==> src/rtl/avl_arb_pkg.sv <==
// Shared types and constants for the Avalon memory arbiter: FSM states,
// owner codes and the stall watchdog limit.
package avl_arb_pkg;

  typedef enum logic [1:0] {
    IDLE    = 2'd0,
    GNT_RD  = 2'd1,
    GNT_WR0 = 2'd2,
    GNT_WR1 = 2'd3
  } arb_state_t;

  localparam logic [1:0] OWN_NONE = 2'd0;
  localparam logic [1:0] OWN_RD   = 2'd1;
  localparam logic [1:0] OWN_WR0  = 2'd2;
  localparam logic [1:0] OWN_WR1  = 2'd3;

  // Consecutive unaccepted command cycles tolerated before stall_err fires
  localparam int unsigned WDT_LIMIT = 1024;

endpackage

==> src/rtl/avl_arb_outst.sv <==
// Outstanding-read tracker: counts issued reads not yet returned and flags
// when the read window is full.
module avl_arb_outst #(
  parameter int MAX_OUTST = 8,
  parameter int CNT_W     = $clog2(MAX_OUTST + 1)
) (
  input  logic clk,
  input  logic reset,
  input  logic inc,
  input  logic dec,
  output logic full
);

  logic [CNT_W-1:0] cnt_p0;

  // Returns arriving with nothing tracked (e.g. after a reset) must not wrap
  function automatic logic [CNT_W-1:0] sat_step(input logic [CNT_W-1:0] c,
                                                input logic up,
                                                input logic dn);
    if (up && !dn) return c + 1'b1;
    if (dn && !up && c != '0) return c - 1'b1;
    return c;
  endfunction

  always_ff @(posedge clk or negedge reset) begin
    if (!reset) cnt_p0 <= '0;
    else        cnt_p0 <= sat_step(cnt_p0, inc, dec);
  end

  assign full = (cnt_p0 == CNT_W'(MAX_OUTST));

endmodule

==> src/rtl/avl_mem_arbiter.sv <==
// Three-requester Avalon arbiter (display read, two camera writers) with read
// priority, writer round-robin and burst limiting. AVL_ARB_WDT_EN adds stall_err.
module avl_mem_arbiter
  import avl_arb_pkg::*;
#(
  parameter int DATA_WIDTH = 32,
  parameter int ADDR_WIDTH = 29,
  parameter int BURST_LEN  = 16,
  parameter int MAX_OUTST  = 8
) (
  input  logic                  clk,
  input  logic                  reset,
  input  logic                  ram_rdy,
  input  logic                  wr0_req,
  input  logic                  wr1_req,
  input  logic [ADDR_WIDTH-1:0] wr0_addr,
  input  logic [ADDR_WIDTH-1:0] wr1_addr,
  input  logic [DATA_WIDTH-1:0] wr0_data,
  input  logic [DATA_WIDTH-1:0] wr1_data,
  output logic                  wr0_gnt,
  output logic                  wr1_gnt,
  input  logic                  rd_req,
  input  logic [ADDR_WIDTH-1:0] rd_addr,
  output logic                  rd_gnt,
  output logic [DATA_WIDTH-1:0] rd_data,
  output logic                  rd_data_valid,
  input  logic                  avl_ready,
  output logic                  avl_write_req,
  output logic                  avl_read_req,
  output logic [ADDR_WIDTH-1:0] avl_addr,
  output logic [DATA_WIDTH-1:0] avl_wdata,
  input  logic [DATA_WIDTH-1:0] avl_rdata,
  input  logic                  avl_rdata_valid,
`ifdef AVL_ARB_WDT_EN
  output logic [1:0]            owner,
  output logic                  stall_err
`else
  output logic [1:0]            owner
`endif
);

  localparam int BEAT_W = $clog2(BURST_LEN + 1);

  arb_state_t        state_p0, state_d;
  logic [BEAT_W-1:0] beat_cnt_p0;
  logic              rr_wr1_p0;
  logic              outst_full;
  logic              req_raw, cmd, accept;
  logic [DATA_WIDTH-1:0] rd_data_p1;
  logic              vld_p1;

  avl_arb_outst #(.MAX_OUTST(MAX_OUTST)) u_outst (
    .clk   (clk),
    .reset (reset),
    .inc   (rd_gnt),
    .dec   (avl_rdata_valid),
    .full  (outst_full)
  );

  always_comb begin
    req_raw       = 1'b0;
    avl_addr      = '0;
    avl_wdata     = '0;
    state_d       = state_p0;
    case (state_p0)
      GNT_RD:  begin req_raw = rd_req;  avl_addr = rd_addr; end
      GNT_WR0: begin req_raw = wr0_req; avl_addr = wr0_addr; avl_wdata = wr0_data; end
      GNT_WR1: begin req_raw = wr1_req; avl_addr = wr1_addr; avl_wdata = wr1_data; end
      default: ;
    endcase
    // A full read window parks the read grant without issuing
    cmd    = req_raw & ram_rdy & ~((state_p0 == GNT_RD) & outst_full);
    accept = cmd & avl_ready;

    avl_read_req  = cmd & (state_p0 == GNT_RD);
    avl_write_req = cmd & ((state_p0 == GNT_WR0) | (state_p0 == GNT_WR1));
    rd_gnt        = accept & (state_p0 == GNT_RD);
    wr0_gnt       = accept & (state_p0 == GNT_WR0);
    wr1_gnt       = accept & (state_p0 == GNT_WR1);

    if (state_p0 == IDLE) begin
      if (ram_rdy) begin
        if (rd_req && !outst_full)  state_d = GNT_RD;
        else if (wr0_req && wr1_req) state_d = rr_wr1_p0 ? GNT_WR1 : GNT_WR0;
        else if (wr0_req)            state_d = GNT_WR0;
        else if (wr1_req)            state_d = GNT_WR1;
      end
    end else if (!ram_rdy || !req_raw ||
                 (accept && beat_cnt_p0 == BEAT_W'(BURST_LEN - 1))) begin
      state_d = IDLE;
    end
  end

  always_ff @(posedge clk or negedge reset) begin
    if (!reset) begin
      state_p0    <= IDLE;
      beat_cnt_p0 <= '0;
      rr_wr1_p0   <= 1'b0;
    end else begin
      state_p0 <= state_d;
      if (state_p0 == IDLE) beat_cnt_p0 <= '0;
      else if (accept)      beat_cnt_p0 <= beat_cnt_p0 + 1'b1;
      if ((state_p0 == GNT_WR0 || state_p0 == GNT_WR1) && state_d != state_p0)
        rr_wr1_p0 <= (state_p0 == GNT_WR0);
    end
  end

  // Stage p1: read-return register
  always_ff @(posedge clk or negedge reset) begin
    if (!reset) begin
      rd_data_p1 <= '0;
      vld_p1     <= 1'b0;
    end else begin
      rd_data_p1 <= avl_rdata;
      vld_p1     <= avl_rdata_valid;
    end
  end

  assign rd_data       = rd_data_p1;
  assign rd_data_valid = vld_p1;
  assign owner         = state_p0;

`ifdef AVL_ARB_WDT_EN
  localparam int WDT_W = $clog2(WDT_LIMIT + 1);
  logic [WDT_W-1:0] stall_cnt_p0;

  always_ff @(posedge clk or negedge reset) begin
    if (!reset) begin
      stall_cnt_p0 <= '0;
      stall_err    <= 1'b0;
    end else if (cmd && !avl_ready) begin
      if (stall_cnt_p0 == WDT_W'(WDT_LIMIT)) stall_err <= 1'b1;
      else                                    stall_cnt_p0 <= stall_cnt_p0 + 1'b1;
    end else begin
      stall_cnt_p0 <= '0;
    end
  end
`endif

endmodule

==> config.mk <==
export PLATFORM = sky130hd
export DESIGN_NAME = avl_mem_arbiter
export DESIGN_NICKNAME = d
export VERILOG_FILES = /design/src/rtl/avl_arb_pkg.sv /design/src/rtl/avl_arb_outst.sv /design/src/rtl/avl_mem_arbiter.sv
export SDC_FILE = /design/constraint.sdc
export NUM_CORES = 1
export LEC_CHECK = 0
export ABC_CLOCK_PERIOD_IN_PS = 2510
export CORE_MARGIN = 10
export CORE_UTILIZATION = 29
export CTS_CLUSTER_DIAMETER = 30
export CTS_CLUSTER_SIZE = 25
export DETAILED_ROUTE_END_ITERATION = 10
export GPL_TIMING_DRIVEN = 0
export PLACE_DENSITY = 0.78
export RECOVER_POWER = 100
export SLEW_MARGIN = 15
export SYNTH_ARGS = -nofsm -noshare
export SYNTH_HDL_FRONTEND = slang
export SYNTH_SLANG_ARGS = --single-unit
==> constraint.sdc <==
create_clock -name clk -period 2.51 [get_ports clk]
set_clock_uncertainty 0.05 [all_clocks]
set_input_delay 0.502 -clock clk [delete_from_list [all_inputs] [get_ports clk]]
set_output_delay 0.502 -clock clk [all_outputs]
set_load 0.05 [all_outputs]
# == Yosys cells after proc, flatten, opt, wreduce, memory -nomap -nowiden ==
# Index checks and enable logic that the tools add are counted.
# totals
reg_bits,45
input_bits,191
wordCells,65
# classes
addsub,3
n_eq_ne,6
n_mux,20
n_bitwise,11
n_reduce_logical,19
# op_table
cell,count
29-bit one-hot mux with 3 select lines,1
32-bit one-hot mux with 2 select lines,1
4-bit two-way mux,4
2-bit two-way mux,7
5-bit two-way mux,2
1-bit bitwise AND,9
1-bit logical AND,7
5-bit by 1-bit adder with 5-bit output (second input constant),1
5-bit by 4-bit equality test with 1-bit output (second input constant),1
1-bit zero test,5
4-bit by 1-bit adder with 4-bit output (second input constant),1
2-bit equality test (second input constant),2
4-bit equality test (second input constant),1
1-bit two-way mux,4
2-bit nonzero test,2
4-bit nonzero test,1
4-bit by 1-bit subtractor with 4-bit output (second input constant),1
1-bit logical OR,3
1-bit one-hot mux with 3 select lines,1
2-bit by 1-bit equality test with 1-bit output (second input constant),1
2-bit zero test,1
2-bit inequality test,1
1-bit inverter,1
1-bit bitwise OR,1

# == Depth between registers and ports, before layout ==
# Gate-level depths: netlist (run 1).
# logic_depth
ltp_word,13
depth_mapped,7
depth_no_buf,7

# == By module ==
# Synthesis (run 1) repeated with hierarchy kept, for this count alone.
# unflattened
hier_cells,266
area_unflattened_um2,2869.0
# modules_own_cells
module,n_inst,cells_per_inst,area_each_um2,seq_area_each_um2
avl_mem_arbiter,1,231,2541.2,1026.0
avl_arb_outst,1,35,327.8,100.1

# == Worst setup path before layout (run 1) ==
# OpenSTA, ideal clock, no wires.
# synth_timing
path_type,register to output
start,reg state_p0[0] (netlist: owner[0])
end,out wr0_gnt
arrival_time_ps,2832
t_required_ps,1958
path_slack_ps,-874
path_stages_with_launch,5
path_buffers,3
cell_sequence,dfrtp_1 -> buf_2 -> buf_2 -> buf_2 -> nor4b_1
# synth_via
elab_chain_cells,6
# synth_rtl
element,line_no,text
from (decl),avl_mem_arbiter.sv:44,"arb_state_t state_p0, state_d;"
from (signal assigned),avl_mem_arbiter.sv:100,state_p0 <= state_d;
2-bit equality test (tied with other cells),avl_mem_arbiter.sv:65,case (state_p0)
1-bit one-hot mux with 3 select lines or 1-bit bitwise AND (tied branches),"avl_mem_arbiter.sv:65, avl_mem_arbiter.sv:72",
1-bit bitwise AND or 1-bit inverter (tied branches),avl_mem_arbiter.sv:72,cmd = req_raw & ram_rdy & ~((state_p0 == GNT_RD) & outst_full);
1-bit bitwise AND,avl_mem_arbiter.sv:72,
1-bit bitwise AND,avl_mem_arbiter.sv:73,accept = cmd & avl_ready;
1-bit bitwise AND (*),avl_mem_arbiter.sv:78,wr0_gnt = accept & (state_p0 == GNT_WR0);
to (decl),avl_mem_arbiter.sv:20,"output logic wr0_gnt,"
# Every way passes the cells marked *; elsewhere a longest branch is shown, timed or not.

# == Worst setup path after layout (run 1) ==
# layout_timing
start,in avl_ready
end,out wr1_gnt
# layout_via
elab_chain_cells,2
# layout_rtl
element,line_no,text
from (decl),avl_mem_arbiter.sv:27,"input logic avl_ready,"
1-bit bitwise AND,avl_mem_arbiter.sv:73,
1-bit bitwise AND,avl_mem_arbiter.sv:79,wr1_gnt = accept & (state_p0 == GNT_WR1);
to (decl),avl_mem_arbiter.sv:21,"output logic wr1_gnt,"
# Every way passes these cells.

==> impl_metrics.tcl, run 1 <==
set metrics [dict create \
    slew_headroom_pct 50.5 \
    yosysWarnings 0 \
    rows 36 \
    grt_use_total_pct 19.2 \
    ys_seq_area_share_pct 39.6 \
    cts-root-buf "clkbuf_8" \
    drive_gt1_share_pct 30.0 \
    cts_tree "yes" \
    setup_tns_ns 0 \
    rsz0062_at_grt "true" \
    synth_compound_area_share_pct 14.8 \
    wl_per_cell_um 20.4 \
    synth_top_family_by_area "multiplexers" \
    path_class "input pin to output port" \
    worst_hold_slack_ns 0.185 \
    area_growth_syn_to_layout_pct 114 \
    core_area_um2 9640 \
    combPwrFrac_pct 61.8 \
    synthFlopType "dfrtp_1" \
    maxSlewViolCount 0 \
    place_inst 686 \
    drtAntennaViolNets 0 \
    critPathRequiredTime_ns 1.96 \
    synth_xor_xnor_area_share_pct 0.308 \
    grt_remaining_overflow 0 \
    leakagePower_nw 2.52 \
    synth_mux_area_share_pct 24.8 \
    async_flop_share_pct 100 \
    rrSetupSlack_ns 0.63 \
    cts.clk_slew.worst_paths_ns 0.09 \
    synth-simple-area-share_pct 14.7 \
    yosys.cell_types.count 41 \
    gp_congestion 0.807 \
    timing.rr.end "beat_cnt_p0[1]" \
    p_int_w 0.00189 \
    dpl.hpwl_um 12300 \
    netlist_instances 261 \
    viasPerCell 4.76 \
    pin_count 292 \
    status "completed" \
    cts_max_level 2 \
    powerDensity_nw_per_um2 564 \
    clock_sinks 45 \
    syn_nets 456 \
    peakVddDrop_mv 0.243 \
    grt_first_pass_wirelength_um 21800 \
    crit_path_end_kind "output port" \
    p_switching_w 0.00154 \
    die_width_um 119 \
    final_util_pct 63.1 \
    layout.cells.non_filler 698 \
    fin_crit_sh_pct 99.1 \
    dr.first_iter.drc_count 194 \
    synthAdderAreaFrac_pct 1.76 \
    grt_max_degree 34 \
    fmax_ghz 0.402 \
    crit_fanout 7 \
    first_global_vias 3728 \
    final_nets 758 \
    clk_latency_ns 0.29 \
    num_vias 3321 \
    regToRegStartpoint "u_outst.cnt_p0[1]" \
    synth_edf_count 0 \
    cts_buffer_depth 2 \
    port_buffers 291 \
    seq_power_share_pct 25.0 \
    path_cells "clkdlybuf4s50_1 > inv_2 > nor3_4 > and3_4 > buf_8" \
    cpPeakStageDelay_ns 0.63 \
    slowest_stage "clkdlybuf4s50_1" \
    drc 0 \
    clkPwrFrac_pct 13.2 \
    syn_avg_cell_area_um2 10.9 \
    hold_buffers 0 \
    finalPower_w 0.00343 \
    antenna_found_initial 1 \
    hp-class "input pin to asynchronous set/reset pin" \
    period_needed_ns 2.49 \
    synth_seq_cells 45 \
    setup_viol 0 \
    die_h_um 119 \
    start_util_pct 29.5 \
    hold_viol_final 0 \
    cts_buffers 5 \
    switching_share_pct 44.9 \
    critPathArrivalTime_ns 1.94 \
    rr_worst_depth 7 \
    die-area_um2 14200 \
    wl_um 14200 \
    dr.pass1.iters 4 \
    cp-start-kind "input pin" \
    tightest_slew_ns 0.742 \
    syn_area_um2 2840 \
    drv_cap 0 \
]
## critical path: cells and delay by family
family | cells | cell delay (ns)
and+or+nand+nor | 2 | 0.49
buffers and inverters | 3 | 0.93
## cells in the final DEF, fill, tap and decap left out, drive strengths merged, types with 2 or more instances in the layout
cell,count
clkdlybuf4s50,187
nor3,4
nand4,2
a31oi,2
inv,8
nand2,8
and3,3
a22o,29
mux2,32
o21a,2
o21ai,3
clkbuf,17
o311ai,2
nor2,5
nand3,2
mux2i,34
dlygate4sd2,3
buf,49
a21oi,6
dlygate4sd3,33
nor2b,36
ha,4
clkdlybuf4s15,28
nand4b,2
dfrtp,45
## worst max path at each step
stage | endpoint | slack, ns | startpoint | depth (start not counted)
final | wr1_gnt | 0.02 | avl_ready | 5
after global routing | wr1_gnt | -0.07 | u_outst.cnt_p0[1] | 7
after CTS | wr1_gnt | -0.07 | rd_req | 6
after detailed placement | wr1_gnt | -0.96 | ram_rdy | 6
after global placement | wr1_gnt | -0.89 | ram_rdy | 6
after floorplan | wr1_gnt | 0.03 | owner[1] | 5
## power by group through the flow
| stage | clock network, W | registers (W) | logic, W |
|---|---|---|---|
| after CTS | 0.000466 | 0.000856 | 0.00218 |
| final | 0.000452 | 0.000859 | 0.00212 |
| after detailed placement | 0 | 0.000877 | 0.00218 |
| after floorplan | 0 | 0.000982 | 0.00122 |
| after global placement | 0 | 0.000873 | 0.00214 |
| after global routing | 0.000502 | 0.000871 | 0.00225 |
## per-layer routing
metal / part of all wire [%] / vias to the layer above / global-route usage, %
met5: 0 / - / 0
met4: 1.5 / 0 / 4.27
met3: 8.9 / 15 / 7.46
met2: 54 / 171 / 36.6
met1: 35 / 1572 / 19.1
li1: - / 1563 / -
## kinds of logic after synthesis
group / Yosys count
simple gates: 69
flops: 45
fa+ha+maj: 4
compound gates: 50
xor+xnor: 1
buf+inv: 26
mux: 66
## cells in the mapped netlist (3+ instances only)
cell type,number,area share (%)
nand2_1,8,1.1
a21oi_1,6,1.1
mux2i_1,34,12
o21ai_0,3,0.53
a22o_1,29,8.9
dfrtp_1,45,40
buf_2,6,1.1
nor2b_1,36,7.9
ha_1,4,1.8
clkbuf_1,12,1.6
inv_1,7,0.92
nor3_1,3,0.53
and3_1,3,0.66
mux2_2,30,12
nor2_1,5,0.66
## per-stage QoR
| stage | cell area [µm²] | setup slack, ns |
|---|---|---|
| 2_1_floorplan | 2940 | 0.0287 |
| 3_3_place_gp | 6020 | -0.895 |
| 3_5_place_dp | 6030 | -0.956 |
| 4_1_cts | 6170 | -0.0665 |
| 5_1_grt | 6080 | -0.0684 |
| 6_report | 6080 | 0.0222 |
## cell type report
class / count / area [µm²]
timing repair buffer: 296 / 2820
inverter: 7 / 26.3
tap: 133 / 166
antenna: 1 / 2.50
clock inverter: 3 / 21.3
fill: 850 / 3560
buffer: 18 / 130
multi-input combinational: 190 / 1720
clock buffer: 5 / 68.8
sequential: 45 / 1130
## registers in the layout, indices dropped and copies added, names as in the netlist
name            flops
rr_wr1_p0           1
u_outst.cnt_p0      4
owner               2
rd_data_valid       1
beat_cnt_p0         5
rd_data            32
## timing repair
item                                    4_1_cts  5_1_grt
pin swaps                                     1        1
gates cloned                                  0        0
endpoints found under the hold margin         0        0
endpoints found under the setup margin       66       29
resized for setup                           251       61
buffers inserted                              2        2
(Power assumes the default switching activity.)
==> inputs of run 2 (changes only) <==
--- a/config.mk
+++ b/config.mk
@@ -6,6 +6,7 @@
 export NUM_CORES = 1
 export LEC_CHECK = 0
 export ABC_CLOCK_PERIOD_IN_PS = 2510
+export CORE_ASPECT_RATIO = 1.25
 export CORE_MARGIN = 10
 export CORE_UTILIZATION = 29
 export CTS_CLUSTER_DIAMETER = 30
@@ -14,6 +15,7 @@
 export GPL_TIMING_DRIVEN = 0
 export PLACE_DENSITY = 0.78
 export RECOVER_POWER = 100
+export SKIP_LAST_GASP = 1
 export SLEW_MARGIN = 15
 export SYNTH_ARGS = -nofsm -noshare
 export SYNTH_HDL_FRONTEND = slang
==> run 2 against run 1 <==
Net effect: the flow now finishes with violations (negative setup slack); critical path depth rose by 1; wire length grew 3.0%; final cell count down 1.1%; die area grew 0.18%; global-route usage fell by 0.26 points; hold slack improved by 0.12 ns; critical path type unchanged; largest cell class unchanged.
==> impl_metrics.tcl, run 2 (same netlist as run 1, synthesis figures left out) <==
set metrics [dict create \
    status "finished with violations" \
    violations "negative setup slack" \
    critPathArrivalTime_ns 1.99 \
    num_vias 3314 \
    cts_buffer_depth 2 \
    wl_per_cell_um 21.2 \
    crit_fanout 8 \
    layout.cells.non_filler 690 \
    clk_latency_ns 0.28 \
    drtAntennaViolNets 0 \
    first_global_vias 3644 \
    crit_path_end_kind "output port" \
    place_inst 679 \
    pin_count 292 \
    seq_power_share_pct 23.8 \
    switching_share_pct 42.9 \
    area_growth_syn_to_layout_pct 116 \
    leakagePower_nw 2.53 \
    slew_headroom_pct 20.4 \
    grt_use_total_pct 19.0 \
    peakVddDrop_mv 0.320 \
    final_cell_mix "clkdlybuf4s50_1 (155), dlygate4sd3_1 (68), dfrtp_1 (45)" \
    setup_tns_ns -0.0323 \
    combPwrFrac_pct 58.8 \
    grt_max_degree 29 \
    start_util_pct 29.6 \
    period_needed_ns 2.54 \
    wl_um 14600 \
    die-area_um2 14200 \
    cts.clk_slew.worst_paths_ns 0.06 \
    fin_ws_ns -0.0323 \
    cts_tree "yes" \
    maxSlewViolCount 0 \
    fmax_ghz 0.393 \
    tightest_slew_ns 1.19 \
    cts_buffers 5 \
    hp-class "input pin to asynchronous set/reset pin" \
    final_area_um2 6130 \
    cts-root-buf "clkbuf_16" \
    grt_remaining_overflow 0 \
    final_common_cell "clkdlybuf4s50_1" \
    dr.pass1.iters 6 \
    dpl_cell_area_um2 6020 \
    setup_viol 1 \
    clock_sinks 45 \
    hold_viol_final 0 \
    die_width_um 109 \
    core_area_um2 9610 \
    final_nets 758 \
    dpl.hpwl_um 12900 \
    cts_max_level 2 \
    p_int_w 0.00205 \
    drv_cap 0 \
    viasPerCell 4.80 \
    timing.rr.end "u_outst.cnt_p0[3]" \
    drive_gt1_share_pct 28.2 \
    critPathRequiredTime_ns 1.96 \
    rrSetupSlack_ns 0.52 \
    powerDensity_nw_per_um2 584 \
    hold_buffers 0 \
    fin_crit_sh_pct 101 \
    path_class "input pin to output port" \
    rr_worst_depth 5 \
    rows 40 \
    die_h_um 131 \
    drc 0 \
    regToRegStartpoint "owner[1]" \
    largest_reg_flops 32 \
    gp_congestion 0.911 \
    port_buffers 291 \
    dr.first_iter.drc_count 126 \
    rsz0062_at_grt "true" \
    grt_first_pass_wirelength_um 20800 \
    p_switching_w 0.00154 \
    cp-start-kind "input pin" \
    antenna_found_initial 1 \
    clkPwrFrac_pct 17.4 \
]
==> run 2: how the worst max path moves through the flow <==
stage / from / end / slack (ns)
6_report: wr0_req / wr1_gnt / -0.03
5_1_grt: u_outst.cnt_p0[0] / wr1_gnt / -0.11
4_1_cts: u_outst.cnt_p0[0] / wr1_gnt / -0.23
3_5_place_dp: ram_rdy / wr1_gnt / -0.96
3_3_place_gp: ram_rdy / wr1_gnt / -0.95
2_1_floorplan: owner[1] / wr1_gnt / 0.03
==> run 2: repair_timing <==
| action | CTS | global route |
|---|---|---|
| pin swaps | 0 | 2 |
| gates resized for setup | 234 | 57 |
| gates cloned | 0 | 0 |
| setup endpoints to repair | 66 | 55 |
| buffers inserted | 0 | 4 |
==> run 2: area by class of cell <==
| class | instances | area, µm² |
|---|---|---|
| multi-input cells | 190 | 1700 |
| fillers | 849 | 3470 |
| clock inverters | 2 | 16.3 |
| repair buffers | 296 | 2860 |
| flip-flops and latches | 45 | 1130 |
| well taps | 126 | 158 |
| clock buffers | 5 | 125 |
| plain buffers | 18 | 126 |
| diodes | 1 | 2.50 |
| inverters | 7 | 26.3 |
==> run 2: worst max-delay path, cell delays in order <==
cell             delay, ns
clkdlybuf4s50_1       0.45
mux2_4                0.32
a31oi_4               0.29
nor3_4                0.07
and3_1                0.20
buf_6                 0.15
==> run 2: through the flow <==
| step | power [W] | hold slack [ns] | setup WS [ns] | utilization (%) |
|---|---|---|---|---|
| finish | 0.00358 | 0.308 | -0.0323 | 63.8 |
| global route | 0.00377 | 0.387 | -0.108 | 63.8 |
| CTS | 0.00366 | 0.129 | -0.227 | 64.8 |
| detailed placement | 0.00306 | 0.425 | -0.956 | 62.7 |
| global placement | 0.00302 | 0.414 | -0.946 | 62.5 |
| floorplan | 0.00221 | 0.156 | 0.0287 | - |
==> run 2: layer usage <==
metal  up-vias  GRT usage [%]  routed length [µm]
met5         -              0                   0
met1      1570           19.5                4890
met4         0           4.66                 278
met3        17           7.89                1530
met2       167           34.7                7930
li1       1560              -                   -
==> run 2: power groups by stage <==
stage | clock network, W | registers (W) | logic [W]
floorplan | 0 | 0.000982 | 0.00122
global placement | 0 | 0.000873 | 0.00215
detailed placement | 0 | 0.000876 | 0.00218
CTS | 0.000638 | 0.000863 | 0.00216
global route | 0.000677 | 0.000861 | 0.00223
finish | 0.000623 | 0.000853 | 0.00211
==> inputs of run 3 (changes only) <==
--- a/config.mk
+++ b/config.mk
@@ -6,14 +6,16 @@
 export NUM_CORES = 1
 export LEC_CHECK = 0
 export ABC_CLOCK_PERIOD_IN_PS = 2510
+export CELL_PAD_IN_SITES_DETAIL_PLACEMENT = 1
+export CELL_PAD_IN_SITES_GLOBAL_PLACEMENT = 1
 export CORE_ASPECT_RATIO = 1.25
 export CORE_MARGIN = 10
-export CORE_UTILIZATION = 29
+export CORE_UTILIZATION = 20
 export CTS_CLUSTER_DIAMETER = 30
 export CTS_CLUSTER_SIZE = 25
 export DETAILED_ROUTE_END_ITERATION = 10
 export GPL_TIMING_DRIVEN = 0
-export PLACE_DENSITY = 0.78
+export PLACE_DENSITY = 0.8
 export RECOVER_POWER = 100
 export SKIP_LAST_GASP = 1
 export SLEW_MARGIN = 15
==> run 3 against run 2 <==
Net effect: combinational power rose by 4%; design area rose by 3.4%; non-clock buffer count rose by 3; utilization fell by 18 points; clock power rose by 24%; the flow now finishes without violations; clock-buffer cell count did not move; worst setup slack improved by 0.095 ns; sequential share of layout area fell by 0.58 points.
==> impl_metrics.tcl, run 3 (same netlist as run 1, synthesis figures left out) <==
set metrics [dict create \
    status "completed" \
    tightest_slew_ns 1.42 \
    drtAntennaViolNets 0 \
    start_util_pct 20.5 \
    port_buffers 291 \
    dpl.hpwl_um 14600 \
    die_width_um 127 \
    final_common_cell "clkdlybuf4s50_1" \
    slew_headroom_pct 5.58 \
    cp.depth 5 \
    cp.buffers_inverters 3 \
    hold_viol_final 0 \
    hp-class "flip-flop to flip-flop" \
    cp-start-kind "input pin" \
    dr.pass1.iters 4 \
    grt_max_degree 26 \
    pin_count 292 \
    period_needed_ns 2.45 \
    grt_first_pass_wirelength_um 24200 \
    gp_congestion 0.804 \
    critPathRequiredTime_ns 1.96 \
    drv_cap 0 \
    cts_tree "yes" \
    fillers 1529 \
    cts_max_level 2 \
    cpPeakStageDelay_ns 0.63 \
    fin_crit_sh_pct 97.5 \
    grt_use_total_pct 16.0 \
    fmax_ghz 0.409 \
    first_global_vias 3956 \
    crit_fanout 7 \
    num_vias 3375 \
    clk_latency_ns 0.28 \
    area_growth_syn_to_layout_pct 123 \
    antenna_found_initial 0 \
    slowest_stage "clkdlybuf4s50_1" \
    grt_remaining_overflow 0 \
    powerDensity_nw_per_um2 603 \
    path_class "input pin to output port" \
    rows 48 \
    final_nets 761 \
    rrSetupSlack_ns 0.53 \
    cts-root-buf "clkbuf_16" \
    setup_viol 0 \
    cts_buffer_depth 2 \
    critPathArrivalTime_ns 1.89 \
    die_h_um 153 \
    critical_path.top_delay_family "buffers and inverters" \
    regToRegStartpoint "owner[1]" \
    cts.clk_slew.worst_paths_ns 0.07 \
    rr_worst_depth 7 \
    peakVddDrop_mv 0.262 \
    rsz0062_at_grt "true" \
    wl_um 16700 \
    dr.first_iter.drc_count 87 \
    largest_reg_flops 32 \
    worstSetupStartpoint "avl_ready" \
    critPathCapture "wr1_gnt" \
    final_util_pct 45.7 \
    cts_buffers 5 \
    maxSlewViolCount 0 \
    final_cell_mix "clkdlybuf4s50_1 (152), dlygate4sd3_1 (68), dfrtp_1 (44)" \
    drive_gt1_share_pct 29.3 \
    leakagePower_nw 2.57 \
    viasPerCell 4.55 \
    drc 0 \
    clock_sinks 45 \
    antenna_cells 0 \
    path_cells "clkdlybuf4s50_1 > inv_2 > nor3_4 > and3_1 > buf_6" \
    core_area_um2 13900 \
    timing.rr.end "beat_cnt_p0[2]" \
    crit_path_end_kind "output port" \
    wl_per_cell_um 22.5 \
    setup_tns_ns 0 \
    die-area_um2 19400 \
]
## run 3: cell types whose count changed in the layout (fill, tap and decap cells not counted), moves of 2 or more
cell,delta
buf_2,-8
clkdlybuf4s50_1,-3
clkbuf_1,+3
dlymetal6s2s_1,+2
clkbuf_2,-3
clkdlybuf4s18_2,+4
clkdlybuf4s15_2,+8
## run 3: repair_timing
item                       in CTS  in global routing
resized for setup             243                 33
pin swaps                       2                  2
setup buffers                   3                  4
setup endpoints to repair      66                 31
hold buffers                    0                  0
## run 3: per-layer routing
metal / global-route usage (%) / vias up / wire (µm)
met5: 0 / - / 0
met4: 3.04 / 0 / 214
met3: 3.91 / 14 / 913
met2: 33.4 / 131 / 9890
met1: 14.9 / 1665 / 5670
li1: - / 1565 / -
## run 3: worst min-delay path by stage
stage               cells after the start  slack [ns]      startpoint              to
floorplan                               0        0.16           reset  beat_cnt_p0[0]
global placement                        1        0.41  beat_cnt_p0[3]  beat_cnt_p0[3]
detailed placement                      1        0.43  beat_cnt_p0[3]  beat_cnt_p0[3]
CTS                                     1        0.18           reset     rd_data[28]
global route                            1        0.51  beat_cnt_p0[3]  beat_cnt_p0[3]
finish                                  1        0.47  beat_cnt_p0[3]  beat_cnt_p0[3]
## run 3: power breakdown
| group | leakage, nW | internal, W | total [W] | switching (W) |
|---|---|---|---|---|
| combinational | 1.95 | 0.000927 | 0.00219 | 0.00127 |
| clock | 0.0859 | 0.000478 | 0.000773 | 0.000295 |
| sequential | 0.537 | 0.000799 | 0.000859 | 0.0000602 |
| total | 2.57 | 0.00220 | 0.00383 | 0.00162 |
## run 3: final cells by class
cell class / count / area, µm² / share of cell area (%)
tap: 175 / 219 / 3.45
multi-input combinational: 190 / 1710 / 27.0
clock inverter: 3 / 50.0 / 0.789
sequential: 45 / 1130 / 17.8
buffer: 18 / 128 / 2.01
clock buffer: 5 / 125 / 1.97
inverter: 7 / 26.3 / 0.414
timing repair buffer: 299 / 2950 / 46.6
## run 3: stage by stage
stage | instances | instance area, µm² | power, W | hold slack (ns) | worst slack (ns)
after CTS | 738 | 6350 | 0.00389 | 0.182 | -0.0718
after detailed placement | 728 | 6090 | 0.00310 | 0.427 | -0.919
after global routing | 742 | 6340 | 0.00401 | 0.514 | -0.0218
after floorplan | 261 | 2940 | 0.00221 | 0.156 | 0.0287
final | 742 | 6340 | 0.00383 | 0.472 | 0.0631
after global placement | 727 | 6070 | 0.00305 | 0.414 | -0.908
